### src/rtl/acq_controller.sv
`default_nettype none
//============================================================================
// Module   : acq_controller
// Brief    : Scope time-base acquisition sequencer. Gates and configures the
//            ADC clock divider, turns ADC clock rises into clk50 sample
//            strobes, fills a circular sample RAM with a pre-trigger window,
//            detects a level (or forced) trigger and captures the
//            post-trigger window before flagging done.
// Revision : 1.0 - initial release
//============================================================================
module acq_controller #(
    parameter int DATA_W   = 8,
    parameter int ADDR_W   = 10,
    parameter int PRE_TRIG = 256
) (
    input  logic              clk50,
    input  logic              rst,
    input  logic              arm,
    input  logic              abort,
    input  logic              force_trig,
    input  logic [2:0]        base_sel,
    input  logic [DATA_W-1:0] trig_level,
    input  logic              trig_rising,
    input  logic              adc_clk,
    input  logic [DATA_W-1:0] adc_data,
    output logic              div_enable,
    output logic              div_rst,
    output logic [2:0]        div_base,
    output logic              wr_en,
    output logic [ADDR_W-1:0] wr_addr,
    output logic [DATA_W-1:0] wr_data,
    output logic [ADDR_W-1:0] trig_addr,
    output logic              busy,
    output logic              done
);

    localparam int DEPTH = 2 ** ADDR_W;

    // Last pre-trigger write index and number of writes after the trigger sample.
    localparam logic [ADDR_W-1:0] c_PRE_LAST = ADDR_W'(PRE_TRIG - 1);
    localparam logic [ADDR_W-1:0] c_POST_CNT = ADDR_W'(DEPTH - PRE_TRIG - 1);
    localparam logic [ADDR_W-1:0] c_ONE      = ADDR_W'(1);

    localparam logic [2:0] c_IDLE     = 3'd0;
    localparam logic [2:0] c_CONFIG   = 3'd1;
    localparam logic [2:0] c_PRETRIG  = 3'd2;
    localparam logic [2:0] c_ARMED    = 3'd3;
    localparam logic [2:0] c_POSTTRIG = 3'd4;
    localparam logic [2:0] c_DONE     = 3'd5;

    logic [2:0]        r_state;
    logic              r_cfg_cnt;
    logic [2:0]        r_adc_sync;
    logic              r_wr_en;
    logic [DATA_W-1:0] r_wr_data;
    logic              r_force;
    logic [ADDR_W-1:0] r_ptr;
    logic [ADDR_W-1:0] r_cnt;
    logic [DATA_W-1:0] r_prev;
    logic              r_have_prev;
    logic [ADDR_W-1:0] r_trig_addr;
    logic [2:0]        r_div_base;

    logic              w_stb;
    logic              w_sampling;
    logic              w_capture;
    logic              w_rise_hit;
    logic              w_fall_hit;
    logic              w_level_hit;
    logic              w_trig;

    // Two synchroniser flops followed by one edge-detect flop on adc_clk.
    always_ff @(posedge clk50 or posedge rst) begin
        if (rst) begin
            r_adc_sync <= '0;
        end else begin
            r_adc_sync <= {r_adc_sync[1:0], adc_clk};
        end
    end

    assign w_stb      = r_adc_sync[1] & ~r_adc_sync[2];

    // Strobes are only turned into writes while a capture window is open;
    // CONFIG, IDLE and DONE drop them, and abort kills a strobe in flight.
    assign w_sampling = (r_state == c_PRETRIG) || (r_state == c_ARMED) ||
                        (r_state == c_POSTTRIG);
    assign w_capture  = w_stb && w_sampling && !abort;

    // Register the sample (and the force request seen at its strobe); the
    // RAM write happens on the following cycle.
    always_ff @(posedge clk50 or posedge rst) begin
        if (rst) begin
            r_wr_en   <= 1'b0;
            r_wr_data <= '0;
            r_force   <= 1'b0;
        end else begin
            r_wr_en <= w_capture;
            if (w_capture) begin
                r_wr_data <= adc_data;
                r_force   <= force_trig;
            end
        end
    end

    // Level crossing between the previously written sample and the one being
    // written now. No previous sample means no level trigger is possible.
    assign w_rise_hit  = (r_prev < trig_level) && (r_wr_data >= trig_level);
    assign w_fall_hit  = (r_prev > trig_level) && (r_wr_data <= trig_level);
    assign w_level_hit = r_have_prev && (trig_rising ? w_rise_hit : w_fall_hit);
    assign w_trig      = r_wr_en && (r_force || w_level_hit);

    // Sequencer: arm/config/pre-trigger/armed/post-trigger/done, plus the
    // write pointer and previous-sample tracking that advance on each write.
    always_ff @(posedge clk50 or posedge rst) begin
        if (rst) begin
            r_state     <= c_IDLE;
            r_cfg_cnt   <= 1'b0;
            r_ptr       <= '0;
            r_cnt       <= '0;
            r_prev      <= '0;
            r_have_prev <= 1'b0;
            r_trig_addr <= '0;
            r_div_base  <= '0;
        end else if (abort) begin
            r_state   <= c_IDLE;
            r_cfg_cnt <= 1'b0;
        end else begin
            if (r_wr_en) begin
                r_ptr       <= r_ptr + c_ONE;
                r_prev      <= r_wr_data;
                r_have_prev <= 1'b1;
            end

            case (r_state)
                c_IDLE, c_DONE: begin
                    if (arm) begin
                        r_div_base  <= base_sel;
                        r_ptr       <= '0;
                        r_cnt       <= '0;
                        r_have_prev <= 1'b0;
                        r_trig_addr <= '0;
                        r_cfg_cnt   <= 1'b0;
                        r_state     <= c_CONFIG;
                    end
                end

                // Two cycles of divider reset, then start sampling.
                c_CONFIG: begin
                    if (r_cfg_cnt) begin
                        r_cfg_cnt <= 1'b0;
                        r_cnt     <= '0;
                        r_state   <= (PRE_TRIG == 0) ? c_ARMED : c_PRETRIG;
                    end else begin
                        r_cfg_cnt <= 1'b1;
                    end
                end

                c_PRETRIG: begin
                    if (r_wr_en) begin
                        if (r_cnt == c_PRE_LAST) begin
                            r_cnt   <= '0;
                            r_state <= c_ARMED;
                        end else begin
                            r_cnt <= r_cnt + c_ONE;
                        end
                    end
                end

                c_ARMED: begin
                    if (w_trig) begin
                        r_trig_addr <= r_ptr;
                        if (c_POST_CNT == '0) begin
                            r_state <= c_DONE;
                        end else begin
                            r_cnt   <= c_POST_CNT;
                            r_state <= c_POSTTRIG;
                        end
                    end
                end

                // r_cnt holds the number of post-trigger writes still owed.
                c_POSTTRIG: begin
                    if (r_wr_en) begin
                        if (r_cnt == c_ONE) begin
                            r_state <= c_DONE;
                        end else begin
                            r_cnt <= r_cnt - c_ONE;
                        end
                    end
                end

                default: begin
                    r_state <= c_IDLE;
                end
            endcase
        end
    end

    // Output decode: every output is a register or a state decode, so reset
    // drives all of them to zero immediately.
    assign div_rst    = (r_state == c_CONFIG);
    assign div_enable = (r_state == c_CONFIG) || w_sampling;
    assign busy       = div_enable;
    assign done       = (r_state == c_DONE);
    assign div_base   = r_div_base;
    assign wr_en      = r_wr_en;
    assign wr_addr    = r_ptr;
    assign wr_data    = r_wr_data;
    assign trig_addr  = r_trig_addr;

endmodule
`default_nettype wire

### config.mk
export PLATFORM = sky130hd
export DESIGN_NAME = acq_controller
export DESIGN_NICKNAME = d
export VERILOG_FILES = /design/src/rtl/acq_controller.sv
export SDC_FILE = /design/constraint.sdc
export NUM_CORES = 1
export LEC_CHECK = 0
export CAP_MARGIN = 25
export CORE_UTILIZATION = 50
export CTS_CLUSTER_SIZE = 10
export DETAILED_ROUTE_END_ITERATION = 12
export PLACE_DENSITY = 0.76
export RECOVER_POWER = 50
export SLEW_MARGIN = 20
export SYNTH_ARGS = -nofsm -noshare
export SYNTH_HDL_FRONTEND = slang
export SYNTH_SLANG_ARGS = --single-unit
### constraint.sdc
create_clock -name clk50 -period 2.8 [get_ports clk50]
set_input_delay 0.42 -clock clk50 [delete_from_list [all_inputs] [get_ports clk50]]
set_output_delay 0.42 -clock clk50 [all_outputs]
set_load 0.02 [all_outputs]
==> impl_metrics.ini <==
[route]
ant_nets = 0
drt-wirelength-per-cell_um = 14.4
vias_per_cell = 5.41
detail_route.drc_violations = 0
dr.first_iter.drc_count = 111
via_count = 3014
drt_wl_total_um = 8040
first_pass_drt_iterations = 4

[sta]
rsz_0062_raised_after_global_routing = false
finalCritPeriodShare_pct = 90.3
timing_hold_violations_final = 0
slew_violations = 0
hold-worst-slack_ps = 353
finClkSkew_ps = 7.11
timing.fmax_ghz = 0.395
max_slew.worst_pin.slew_ps = 1440
slew-limit-headroom_pct = 4.22
finalWorstPathRequiredPeriod_ps = 2530
final_setup_violation_count = 0
setup_ws_ps = 271
totalNegativeSetupSlack_ps = 0

[worst_setup_path]
r2r-start = wr_data[1]$_DFFE_PP0P_
path_cells = clkdlybuf4s50_1 > inv_1 > ha_1 > or2b_1 > a21oi_1 > o31ai_1 > a2111o_1 > nand3_2 > buf_4 > a31oi_1 > a31o_1
critical_path_s_top_delay_family = compound AO/OA/AOI/OAI gates
timing.critical_path.required_ps = 3020
critical_path.endpoint_type = flip-flop
worstPathMaxFanout = 8
ff2ff_setup_slack_ps = 440
critical_path_depth = 11
count_of_buffer_and_inverter_cells_on_the_critical_path = 3
r2r-end = r_cnt[9]$_DFFE_PP0P_
cp-endpoint = r_cnt[9]$_DFFE_PP0P_
critPathMaxStageDelay_ps = 460
cp.arrival_ps = 2750
critPathSlowestCell = clkdlybuf4s50_1
crit_start_category = input pin
worst-setup-path-type = in2reg
worst-r2r-cell-count = 9
critPathLaunch = trig_level[1]

[power_and_ir_drop]
power.leakage_nw = 2.08
combinationalPowerShare_pct = 37.0
powerDensity_nw_per_um2 = 683
sw_frac_of_total_pct = 37.1
share_clk_of_total_power_pct = 24.2
sequential_share_of_power_pct = 38.8
cellInternalPower_mw = 1.90
power.switching_mw = 1.12
worst_ir_drop_vdd_mv = 0.334

[cts]
cts_root_buffer = clkbuf_8
cts-hold-fix-buffers = 0
post-cts-setup-buffer-count = 0
cts_buffers = 9
cts_tree = done
clock_latency_ps = 330
clkTransAtPathRegs_ps = 70
htree_num_levels = 3
cts_resized = 0
clock_sink_count = 59
clock_path_buffers = 2

[global_routing]
grt_max_degree = 60
grt_pass1_wl_um = 13400
gr-total-overflow = 0
initial_antenna_violation_count = 0
grtUsageTotal_pct = 23.1
first_global_vias = 2951

[floorplanning]
floorplan.initialDensity_pct = 51.8
horizontal_extent_of_the_die_um = 86.2
floorplan.core_area_um2 = 6830
top_level_ports = 62
floorplan.die.height_um = 86.2
fp-row-count = 30
dieArea_um2 = 7420

[placed_design]
placement.setup.worst_slack_ps = -69.5
place_hpwl_um = 5700
routabilityCongestion = 0.875
placed_insts = 541
io_buffer_count = 61

[final_layout]
ratio_of_cells_with_drive_above_1_in_the_final_layout_pct = 10.4
final_cell_count_no_fill = 557
fin_nets = 502
ant_diodes = 0
area.growth.synth_to_final_pct = 25.1
finish.utilization_pct = 64.8

[logic_synthesis]
syn-instance-count = 390
syn-cell-area_um2 = 3540
synth.net_count = 436
synth.most_common_cell = nand2_1
ys.warnings.count = 0
synth_top_cells_by_area = dfrtp_1 42%, nand2_1 7.3%, ha_1 7.1%
netlist_top_cells_count = 69 x nand2_1, 59 x dfrtp_1, 33 x nor2_1
yosysSeqAreaShare_pct = 41.7
synth_area_leader_cell = dfrtp_1
synth_area_per_cell_um2 = 9.08
synth.lib_cells_used.distinct = 62
synth_top_area_share_pct = 41.7
postSynthRegisterBits = 59
ys.flop_type = dfrtp_1
async_flop_share_pct = 100
synth-edff-count = 0

[job]
cap_viol_max_count = 0

[outcome]
run_status = finished clean

[hold_path]
worst_hold_path_type = reg2reg
hold_path.startpoint = r_adc_sync[0]$_DFF_PP0_
-- worst min path at each step --
stage,end,slack [ps],cells past startpoint
final,r_adc_sync[1]$_DFF_PP0_,350,0
after detailed placement,r_adc_sync[1]$_DFF_PP0_,340,0
after CTS,r_adc_sync[1]$_DFF_PP0_,350,0
after floorplan,r_adc_sync[1]$_DFF_PP0_,330,0
after global placement,r_adc_sync[1]$_DFF_PP0_,340,0
after global routing,r_adc_sync[1]$_DFF_PP0_,360,0
-- worst reg2reg max path, stage by stage (launching register included) --
cell and delay (ps):
dfrtp_1 410, ha_1 300, or2b_1 230, a21oi_1 220, o31ai_1 100, a2111o_1 400, nand3_2 140, buf_4 170
a31oi_1 90, a31o_1 190
-- flip-flops by register name, indices dropped and copies added, names as in the netlist --
name,cells
r_cfg_cnt,1
r_adc_sync,3
r_state,3
wr_en,1
r_cnt,10
r_prev,8
div_base,3
wr_data,8
wr_addr,10
trig_addr,10
r_have_prev,1
r_force,1
-- layout by cell type (no fill, tap or decap), types with 2 or more instances in the layout --
master and instances:
a211oi_1 2, a21oi_1 23, a221oi_1 2, a31oi_1 5, a32o_1 3, and3_1 8, and4_1 4, buf_4 12
clkbuf_1 2, clkbuf_8 12, clkdlybuf4s50_1 52, dfrtp_1 59, dlygate4sd3_1 9, ha_1 20, inv_1 28, mux2_2 7
mux2_4 3, mux2i_1 11, nand2_1 69, nand2b_1 4, nand3_1 10, nand4_1 5, nor2_1 34, nor2b_1 3
nor3_1 6, o211ai_1 3, o21ai_0 15, o31ai_1 4, or3_1 3, xnor2_1 5, xor2_1 5
-- power groups by stage --
stage / registers, mW / clock network (mW) / logic (mW)
finish: 1.17 / 0.732 / 1.12
CTS: 1.17 / 0.754 / 1.13
global placement: 1.18 / 0 / 1.10
floorplan: 1.18 / 0 / 0.731
global route: 1.19 / 0.795 / 1.24
detailed placement: 1.18 / 0 / 1.12
-- cells by family after synthesis --
logic type | share of synthesized area (%)
AO/OA/AOI/OAI | 13.9
XOR/XNOR | 2.47
adder cells (fa/ha/maj) | 7.07
buffers and inverters | 6.61
flip-flops | 41.7
multiplexers | 6.61
AND/OR/NAND/NOR | 21.6
-- layout make-up --
type,instances,area [um2]
Timing Repair Buffer,75,709
Clock inverter,3,21.3
Fill cell,548,2400
Inverter,29,109
Tap cell,96,120
Multi-Input combinational cell,282,1820
Clock buffer,13,169
Sequential cell,59,1480
-- stage by stage --
step	instance area, um2	total power, mW
4_1_cts	4450	3.05
5_1_grt	4430	3.22
3_5_place_dp	4260	2.31
6_report	4430	3.02
2_1_floorplan	3540	1.91
3_3_place_gp	4260	2.28
-- metal layers --
layer / share of wire [%] / vias up / global-route usage [%]
met1: 45 / 1438 / 30.2
met2: 49 / 74 / 38.2
li1: - / 1494 / -
met4: 1.1 / 0 / 7.42
met5: 0 / - / 0
met3: 4.0 / 8 / 4.81
Power figures use the tool's default switching activity.
